[src/rtl/chip8_sound_ctrl.sv]
`default_nettype none
// ============================================================================
// Module   : chip8_sound_ctrl
// Purpose  : Control stage in front of chip8_audio. It holds the CHIP-8
//            sound timer (ST) and decrements it at TICK_HZ. It also keeps the
//            timbre, tone and volume configuration registers, and drives
//            chip8_audio's active/timbre/tone/vol inputs.
// Ports    : clk_in, rst_in       - clock, synchronous active-high reset
//            pause_in             - freeze divider and timer, mute output
//            st_wr_in/st_data_in  - load ST (FX18)
//            cfg_wr_in/addr/data  - config write (0=timbre,1=tone,2=vol)
//            st_out, tick_out     - ST readback, 1-cycle tick pulse
//            active_out, timbre_out, tone_out, vol_out - to chip8_audio
// Options  : CHIP8_SND_MIN_ST_EN  - discard ST loads of exactly 1
//                                    (COSMAC VIP behaviour)
// Revision : 1.0 - initial release
// ============================================================================
module chip8_sound_ctrl #(
    parameter int CLK_HZ     = 100_000_000,
    parameter int TICK_HZ    = 60,
    parameter int TIMBRE_RST = 2,
    parameter int TONE_RST   = 750,
    parameter int VOL_RST    = 2
) (
    input  logic       clk_in,
    input  logic       rst_in,
    input  logic       pause_in,
    input  logic       st_wr_in,
    input  logic [7:0] st_data_in,
    input  logic       cfg_wr_in,
    input  logic [1:0] cfg_addr_in,
    input  logic [9:0] cfg_data_in,
    output logic [7:0] st_out,
    output logic       tick_out,
    output logic       active_out,
    output logic [1:0] timbre_out,
    output logic [9:0] tone_out,
    output logic [2:0] vol_out
);

    localparam int c_DIV   = CLK_HZ / TICK_HZ;
    localparam int c_CNT_W = (c_DIV > 1) ? $clog2(c_DIV) : 1;
    localparam logic [c_CNT_W-1:0] c_CNT_MAX = c_CNT_W'(c_DIV - 1);

    logic [c_CNT_W-1:0] r_cnt;
    logic [7:0]         r_st;
    logic               r_tick;
    logic               r_active;
    logic [1:0]         r_timbre;
    logic [9:0]         r_tone;
    logic [2:0]         r_vol;

    logic               w_tick;
    logic               w_load;
    logic [7:0]         w_st_next;

    // A tick exists only while the divider is running.
    assign w_tick = (r_cnt == c_CNT_MAX) && !pause_in;

`ifdef CHIP8_SND_MIN_ST_EN
    // The VIP sound routine ignores a single-tick tone, so a load of 1 has no effect.
    assign w_load = st_wr_in && (st_data_in != 8'd1);
`else
    assign w_load = st_wr_in;
`endif

    // A load takes priority over a same-cycle tick, and that tick is lost.
    always_comb begin
        w_st_next = r_st;
        if (w_load) begin
            w_st_next = st_data_in;
        end else if (w_tick && (r_st != 8'd0)) begin
            w_st_next = r_st - 8'd1;
        end
    end

    always_ff @(posedge clk_in) begin
        if (rst_in) begin
            r_cnt    <= '0;
            r_st     <= 8'd0;
            r_tick   <= 1'b0;
            r_active <= 1'b0;
        end else begin
            if (!pause_in) begin
                r_cnt <= (r_cnt == c_CNT_MAX) ? '0 : r_cnt + c_CNT_W'(1);
            end
            r_tick   <= w_tick;
            r_st     <= w_st_next;
            r_active <= (w_st_next != 8'd0) && !pause_in;
        end
    end

    always_ff @(posedge clk_in) begin
        if (rst_in) begin
            r_timbre <= 2'(TIMBRE_RST);
            r_tone   <= 10'(TONE_RST);
            r_vol    <= 3'(VOL_RST);
        end else if (cfg_wr_in) begin
            case (cfg_addr_in)
                2'd0:    r_timbre <= cfg_data_in[1:0];
                2'd1:    r_tone   <= cfg_data_in;
                2'd2:    r_vol    <= cfg_data_in[2:0];
                default: ;
            endcase
        end
    end

    assign st_out     = r_st;
    assign tick_out   = r_tick;
    assign active_out = r_active;
    assign timbre_out = r_timbre;
    assign tone_out   = r_tone;
    assign vol_out    = r_vol;

endmodule
`default_nettype wire

[config.mk]
export PLATFORM = sky130hd
export DESIGN_NAME = chip8_sound_ctrl
export DESIGN_NICKNAME = d
export VERILOG_FILES = /design/src/rtl/chip8_sound_ctrl.sv
export SDC_FILE = /design/constraint.sdc
export NUM_CORES = 1
export LEC_CHECK = 0
export BUFFER_PORTS_ARGS = -buffer_cell sky130_fd_sc_hd__buf_2
export CAP_MARGIN = 10
export CORE_MARGIN = 4
export CORE_UTILIZATION = 40
export CTS_CLUSTER_DIAMETER = 60
export DETAILED_ROUTE_END_ITERATION = 10
export GPL_ROUTABILITY_DRIVEN = 0
export PLACE_DENSITY = 0.63
export SLEW_MARGIN = 10
export SYNTH_ARGS = -nofsm -noshare
export SYNTH_HDL_FRONTEND = slang
export SYNTH_SLANG_ARGS = --single-unit
[constraint.sdc]
create_clock -name clk_in -period 3.84 [get_ports clk_in]
set_input_delay 0.768 -clock clk_in [delete_from_list [all_inputs] [get_ports clk_in]]
set_output_delay 0.768 -clock clk_in [all_outputs]
set_load 0.02 [all_outputs]
Word level (Yosys, flattened, before mapping)
Index checks and enable logic that the tools add are counted.

Word-level logic and storage cells: 25. Output and inout bits: 25. Bits of input ports: 25. Register bits: 46.

Equal/unequal tests: 3. $add $sub $neg: 2. Muxes and demuxes: 3. Reduce and logical (&&, ||, !) cells: 10.

Operator list (number): $add A21 B1 Y21 const B (1); $eq A21 B21 Y1 const B (1); $mux W21 (1); $mux W8 (2); $reduce_bool A8 Y1 (2); $sub A8 B1 Y8 const B (1); $reduce_and A2 Y1 (3); $logic_and A1 B1 Y1 (3); $eq A2 B1 Y1 const B (1); $eq A2 B2 Y1 const B (1); $logic_not A2 Y1 (1); $logic_not A1 Y1 (1).

Longest topological paths before layout
Gate-level depths: netlist of run 1.

Depth in word-level cells: 7. Mapped depth: 8. Gate-level depth less buffers: 8.

Worst setup path before layout of run 1
OpenSTA, ideal clock, no wires.

Kind: register to register. Start point: register r_st[0], in the netlist st_out[0]. End point: register r_active, in the netlist active_out. Cell stages (with the launch flop): 9. Path buffers: 0. Period minus slack after synthesis: 2.220 ns. Data required time: 3.749 ns. Path slack: 1.620 ns. Data arrival time: 2.129 ns. Cells stage by stage: dfxtp_1 > inv_1 > ha_1 > or3b_4 > nor4_4 > nor4bb_4 > and3_4 > o311a_1 > a311oi_1.

Word-level cells in the longest chain between the ends: 6. Elaborated cells between the ends (all ways): 7.

Ends and longest elaborated chain: from (decl) (line 46) `logic [7:0] r_st;`; from (signal assigned) (line 88) `r_st <= w_st_next;`; branches (longest 2 deep; another with $sub A8 B1 Y8); $mux W8 (*) (line 72) `end else if (w_tick && (r_st != 8'd0)) begin`; $mux W8 (*) (line 70) `if (w_load) begin`; $reduce_bool A8 Y1 (*) (line 89) `r_active <= (w_st_next != 8'd0) && !pause_in;`; $logic_and A1 B1 Y1 (*) (line 89); to (signal assigned) (line 89); to (decl) (line 48) `logic r_active;`.

Every way passes the cells marked *. A chain may end at the register's enable or synchronous reset.

Final worst setup path of run 1
Same ends and word-level chain as after synthesis.

==> flow_summary.toml, run 1 <==
[outcome]
status = "completed"

[floorplan]
die_x_um = 84.3
fp-row-count = 27
core_area_um2 = 5570
die_y_um = 84.3
io_pins = 50
die_area_um2 = 7100
start_util = 0.417

[setup_path]
slowest_stage = "a2111oi_0"
path_class = "flip-flop to flip-flop"
cp-end-kind = "flip-flop"
crit_path_max_incr_delay_ps = 430
reg2reg_depth = 8
critPathArrivalTime_ps = 2550
crit_path_start_kind = "flip-flop"
cp_max_fo = 4
crit_required_ps = 4000
critical_path.cell_chain = "inv_1 > ha_1 > or3b_4 > nor4_4 > or4_1 > a31oi_1 > a2111oi_0 > a311oi_1"

[synthesis]
synth.area.mux_share = 0.0215
avgSynthCellArea_um2 = 8.55
synth_cell_types = 51
ys_async_sr_fraction = 0
synth_edf_count = 0
syn-cell-area_um2 = 2330
yosys.area_share.simple = 0.373
synth-seq-cells = 46
synth_xor_area_frac = 0.0791
synth_top_cell_area_share = 0.396
synth_top_family_by_area = "simple AND/OR/NAND/NOR gates"
synth-warning-count = 0
syn-num-nets = 301
yosysSeqAreaShare = 0.396
synth.area.top_cells = "dfxtp_1, nor2_1, nand2_1"
synth_ff_type = "dfxtp_1"
synth-compound-area-share = 0.0802
synth_area_leader_cell = "dfxtp_1"
syn_inst = 272
synth_adder_area_share = 0.0215

[pwr]
power_frac_clock = 0.357
p_switching_uw = 247
p_leak_uw = 0.00109
switching_share = 0.250
intPower_uw = 740
pwr-share-seq = 0.514
ir_drop_v = 0.000190
comb_power_share = 0.129
power_density_nw_per_um2 = 361

[cells_and_area]
nNetsFinal = 348
area_delta_synth_final_pct = 17.5
final_cells = 392
n_antenna_cell = 0
drive_gt1_frac = 0.222
utilization = 0.490
fin_area_um2 = 2730
fillers = 549
register_area_um2 = 921
multi_input_area_um2 = 1340

[drt]
wire_per_inst_um = 13.0
drc = 0
wirelength_um = 5080
vias_per_cell = 5.10
vias = 2000
firstDrtPassIters = 4
drt_iter0_markers = 99
detail-route-antenna-nets = 0

[sta]
slew_headroom = 0.502
clock_skew_ps = 8.37
period_needed_ps = 2390
max_freq_ghz = 0.419
worst_pin_slew_ps = 748
rsz0062_at_grt = "false"
setup_viol = 0
finalHoldViolations = 0
drv_slew = 0
hold_ws_ps = 457
fin_setup_tns_ps = 0
layout_worst_path_cycle_share = 0.622

[placed_design]
portBuffers = 49
dp_hpwl_um = 3780
postPlaceCellArea_um2 = 2620
placedCellCount = 384

[cts]
cts_buffers = 5
cts_resized = 0
htreeDepth = 2
postCtsHoldBufs = 0
insertion_delay_ps = 290
root_buffer = "clkbuf_8"
cts_tree = "done"
post_cts_buffers = 0
cts_sinks = 46
cts_max_path_buffers = 2
clk_pin_slew_ps = 90

[global_routing]
grt_antenna_before_repair = 0
overflow = 0
grt_pass1_wl_um = 9290
track_usage = 0.156
grt_pass1_vias = 1945
grt_max_degree = 28

[worst_hold_path]
worstHoldPathType = "flip-flop to flip-flop"
min_path_cells = 2

[flow_run]
drv_cap = 0
power by group through the flow:
stage	Clock [µW]	Combinational, µW	Sequential (µW)
final	352	128	507
after global routing	387	143	511
after CTS	368	129	507
after detailed placement	0	128	518
after global placement	0	128	518
after floorplan	0	71.3	532
sequential cells by signal (all words and copies together), names as in the netlist:
register,count
vol_out,3
tick_out,1
timbre_out,2
active_out,1
st_out,8
tone_out,10
r_cnt,21
cell families after synthesis:
kind of cell | count (synthesis)
AO/OA/AOI/OAI | 26
multiplexers | 5
adder cells (fa/ha/maj) | 4
AND/OR/NAND/NOR | 153
buffers and inverters | 17
flip-flops | 46
XOR/XNOR | 21
final timing paths:
| check | from | endpoint | slack, ps |
|---|---|---|---|
| setup / recovery | st_out[0] | active_out | 1450 |
| hold reg to reg | tone_out[8] | tone_out[8] | 460 |
| hold / removal | tone_out[8] | tone_out[8] | 460 |
| setup reg to reg | st_out[0] | active_out | 1450 |
routing by layer:
metal  track usage  share of wire  wire, µm
met1         0.213           0.49      2480
met2         0.242           0.44      2250
met3        0.0363          0.049       250
met4        0.0512          0.019        97
met5             0              0         0
worst max-delay path: cells and delay by family (launching register included):
family | cells | cell delay, ps
DFF | 1 | 350
and+or+nand+nor | 3 | 940
adders and majority gates | 1 | 160
AOI/OAI and AO/OA | 3 | 690
buffers and inverters | 1 | 110
cell usage in the layout, fill, tap and decap left out, types with 4 or more instances in the layout:
cell type	Yosys	routed
buf_2	3	49
nand3_1	8	8
inv_1	8	8
a21oi_1	6	6
nand2_1	34	34
or2_2	4	4
ha_1	4	4
xor2_1	12	12
and4b_1	4	4
nor2_1	45	45
nand3b_1	9	9
dfxtp_1	46	46
clkbuf_8	0	5
xnor2_1	9	9
nor3_1	5	5
nor2b_1	4	4
nand4_1	8	8
mux2i_1	5	5
synth_stat cells (2+ instances only):
| library cell | count |
|---|---|
| nor2b_1 | 4 |
| inv_1 | 8 |
| and4bb_2 | 2 |
| nor3b_1 | 3 |
| nand3_1 | 8 |
| o21ai_0 | 3 |
| and3_1 | 3 |
| nand4b_1 | 3 |
| and4b_1 | 4 |
| nand2_1 | 34 |
| dfxtp_1 | 46 |
| o31ai_1 | 2 |
| xor2_1 | 12 |
| clkbuf_1 | 6 |
| nand4_1 | 8 |
| nor3_1 | 5 |
| a21oi_1 | 6 |
| and2_1 | 2 |
| a311oi_1 | 2 |
| a211o_1 | 2 |
| ha_1 | 4 |
| nand2b_1 | 3 |
| xnor2_1 | 9 |
| buf_2 | 3 |
| or3_1 | 2 |
| mux2i_1 | 5 |
| nor2_1 | 45 |
| or2_2 | 4 |
| a2111oi_0 | 2 |
| nand3b_1 | 9 |
| a211oi_1 | 2 |
| nor4_1 | 2 |
layout make-up:
class                   instances  share of cell area
well taps                      72              0.0330
clock inverters                 2              0.0137
inverters                       8              0.0110
repair buffers                 49              0.0897
flip-flops and latches         46               0.337
clock buffers                   6              0.0265
multi-input cells             209               0.489
metrics by stage:
step / total power, µW / setup WS [ps]
floorplan: 603 / 1620
global placement: 646 / 1440
detailed placement: 646 / 1360
CTS: 1000 / 1420
global route: 1040 / 1270
finish: 987 / 1450
(Power assumes the default switching activity.)
==> inputs of run 2 (changes only) <==
Settings changed: ABC_AREA set to 1, PLACE_DENSITY 0.63 to 0.62.
Clock period 3.84 ns to 2.5 ns, I/O delays scaled along.
==> flow_summary.toml, run 2 <==
[drt]
vias = 2481
vias_per_cell = 4.97
wirelength_um = 6040
detail-route-antenna-nets = 0
firstDrtPassIters = 4
drt_iter0_markers = 109
drc = 0
wire_per_inst_um = 12.1

[cells_and_area]
final_common_cell = "nand2_1"
largest-register = "r_cnt"
area_delta_synth_final_pct = 16.1
register_area_um2 = 921
multi_input_area_um2 = 1410
mostFrequentLayoutCells = "nand2_1, nor2_1, buf_2"
n_antenna_cell = 0
nNetsFinal = 452
fillers = 618
largest_reg_flops = 21
drive_gt1_frac = 0.210

[placed_design]
portBuffers = 49
dp_hpwl_um = 4620

[synthesis]
syn-cell-area_um2 = 2560
synth-seq-cells = 46
synth_cell_types = 38
synth-compound-area-share = 0.0612
synth_top_cell_area_share = 0.360
synth_adder_area_share = 0.0196
syn_inst = 373
synth.area.mux_share = 0
yosysSeqAreaShare = 0.360
synth.area.top_cells = "dfxtp_1, nand2_1, nor2_1"
netlist_top_cells_count = "nand2_1, nor2_1, dfxtp_1, inv_1, nand3_1"
ys_async_sr_fraction = 0
syn-num-nets = 402
synth_xor_area_frac = 0.0137
synth_edf_count = 0
synth_top_family_by_area = "simple AND/OR/NAND/NOR gates"
yosys.area_share.simple = 0.458
synth_area_leader_cell = "dfxtp_1"
synth_ff_type = "dfxtp_1"
synthMostInstantiatedCell = "nand2_1"
avgSynthCellArea_um2 = 6.86
synth-warning-count = 0

[setup_path]
worst-r2r-setup-slack_ps = 560
reg2reg_depth = 12
crit_path_start_kind = "flip-flop"
path_class = "flip-flop to flip-flop"
cp-end-kind = "flip-flop"
critPathArrivalTime_ps = 2140
crit_required_ps = 2700
cp_max_fo = 5
r2r-end = "active_out"
r2r-start = "r_cnt[0]"

[floorplan]
start_util = 0.422
io_pins = 50
core_area_um2 = 6060
die_x_um = 88.0
die_y_um = 88.0
fp-row-count = 28
die_area_um2 = 7740

[cts]
cts_max_path_buffers = 2
post_cts_buffers = 0
cts_tree = "done"
root_buffer = "clkbuf_8"
cts_buffers = 5
postCtsHoldBufs = 0
htreeDepth = 2
clk_pin_slew_ps = 90
cts_resized = 0
cts_sinks = 46
insertion_delay_ps = 300

[sta]
finalHoldViolations = 0
period_needed_ps = 1940
hold_ws_ps = 397
worst_pin_slew_ps = 462
slew_headroom = 0.689
clock_skew_ps = 9.37
rsz0062_at_grt = "false"
drv_slew = 0
fin_setup_tns_ps = 0
layout_worst_path_cycle_share = 0.775
max_freq_ghz = 0.516
setup_viol = 0

[outcome]
status = "completed"

[worst_hold_path]
hold_path_end = "tone_out[9]"
min_from = "cfg_data_in[9]"
min_path_cells = 3
worstHoldPathType = "input port to flip-flop"

[global_routing]
grtUsageMet3 = 0.0320
overflow = 0
grt_use_met2 = 0.279
grt_pass1_wl_um = 10600
grt_antenna_before_repair = 0
grt_max_degree = 20
grt_pass1_vias = 2362
track_usage = 0.168
busiest_layer = "met2"
met1_usage = 0.220

[pwr]
ir_drop_v = 0.000298
power_density_nw_per_um2 = 516
p_leak_uw = 0.00136

[flow_run]
drv_cap = 0
[run 2: changes by cell type in the layout (fill, tap and decap cells not counted), sizes merged, moves of 5 or more]
cell | before | now
xnor2 | 9 | 1
inv | 8 | 43
nand2 | 34 | 97
nor2 | 45 | 61
nor3 | 5 | 19
o21ai | 3 | 9
nand4 | 8 | 15
nand3b | 9 | 0
a21oi | 6 | 15
mux2i | 5 | 0
nand3 | 9 | 36
xor2 | 12 | 3
[run 2: final cells by class]
| cell class | count | share of cell area |
|---|---|---|
| timing repair buffer | 52 | 0.0901 |
| tap | 75 | 0.0316 |
| multi-input combinational | 275 | 0.476 |
| clock buffer | 5 | 0.0232 |
| clock inverter | 3 | 0.0147 |
| inverter | 43 | 0.0543 |
| sequential | 46 | 0.310 |
[run 2: worst max-delay path by stage]
stage,start,end,depth (start not counted)
4_1_cts,r_cnt[1],r_cnt[18],10
3_3_place_gp,pause_in,r_cnt[19],13
2_1_floorplan,st_out[0],active_out,14
6_report,r_cnt[0],active_out,12
5_1_grt,r_cnt[0],active_out,12
3_5_place_dp,pause_in,r_cnt[19],13
[run 2: per-stage QoR]
stage               total power (µW)  utilization  instance area (µm²)  std cells  worst slack, ps
floorplan                        922            -                 2560        373              719
global placement                 992        0.472                 2860        491              563
detailed placement               992        0.472                 2860        491              558
CTS                             1550        0.490                 2970        499              549
global route                    1620        0.490                 2970        499              345
finish                          1530        0.490                 2970        499              562
[run 2: cell families (layout without fill, tap and decap cells)]
family,Yosys count,in the layout
flip-flops,46,46
adder cells (fa/ha/maj),4,4
AO/OA/AOI/OAI,29,29
buffers and inverters,52,103
AND/OR/NAND/NOR,238,238
XOR/XNOR,4,4
[run 2: per-layer routing]
| layer | part of all wire | up-vias | routed length (µm) |
|---|---|---|---|
| met1 | 0.48 | 1113 | 2880 |
| li1 | - | 1302 | - |
| met5 | 0 | - | 0 |
| met3 | 0.057 | 5 | 345 |
| met2 | 0.46 | 61 | 2760 |
| met4 | 0.0073 | 0 | 44 |
[run 2: power breakdown]
part	leakage [µW]	switching, µW	internal, µW
registers	0.000375	19.0	756
logic	0.000931	130	68.9
clock network	0.0000585	260	300
total	0.00136	409	1120
[run 2: critical path, stage by stage (launching register included)]
cell     delay (ps)
dfxtp_1         410
ha_1            190
nand2_1          60
nor2_1          140
nand2_1         190
nor3_4          260
nand3_1          90
nand3_1         120
nand2_1          60
nor2_1          110
nand2_1          70
nor2_1           90
nor2_1           40
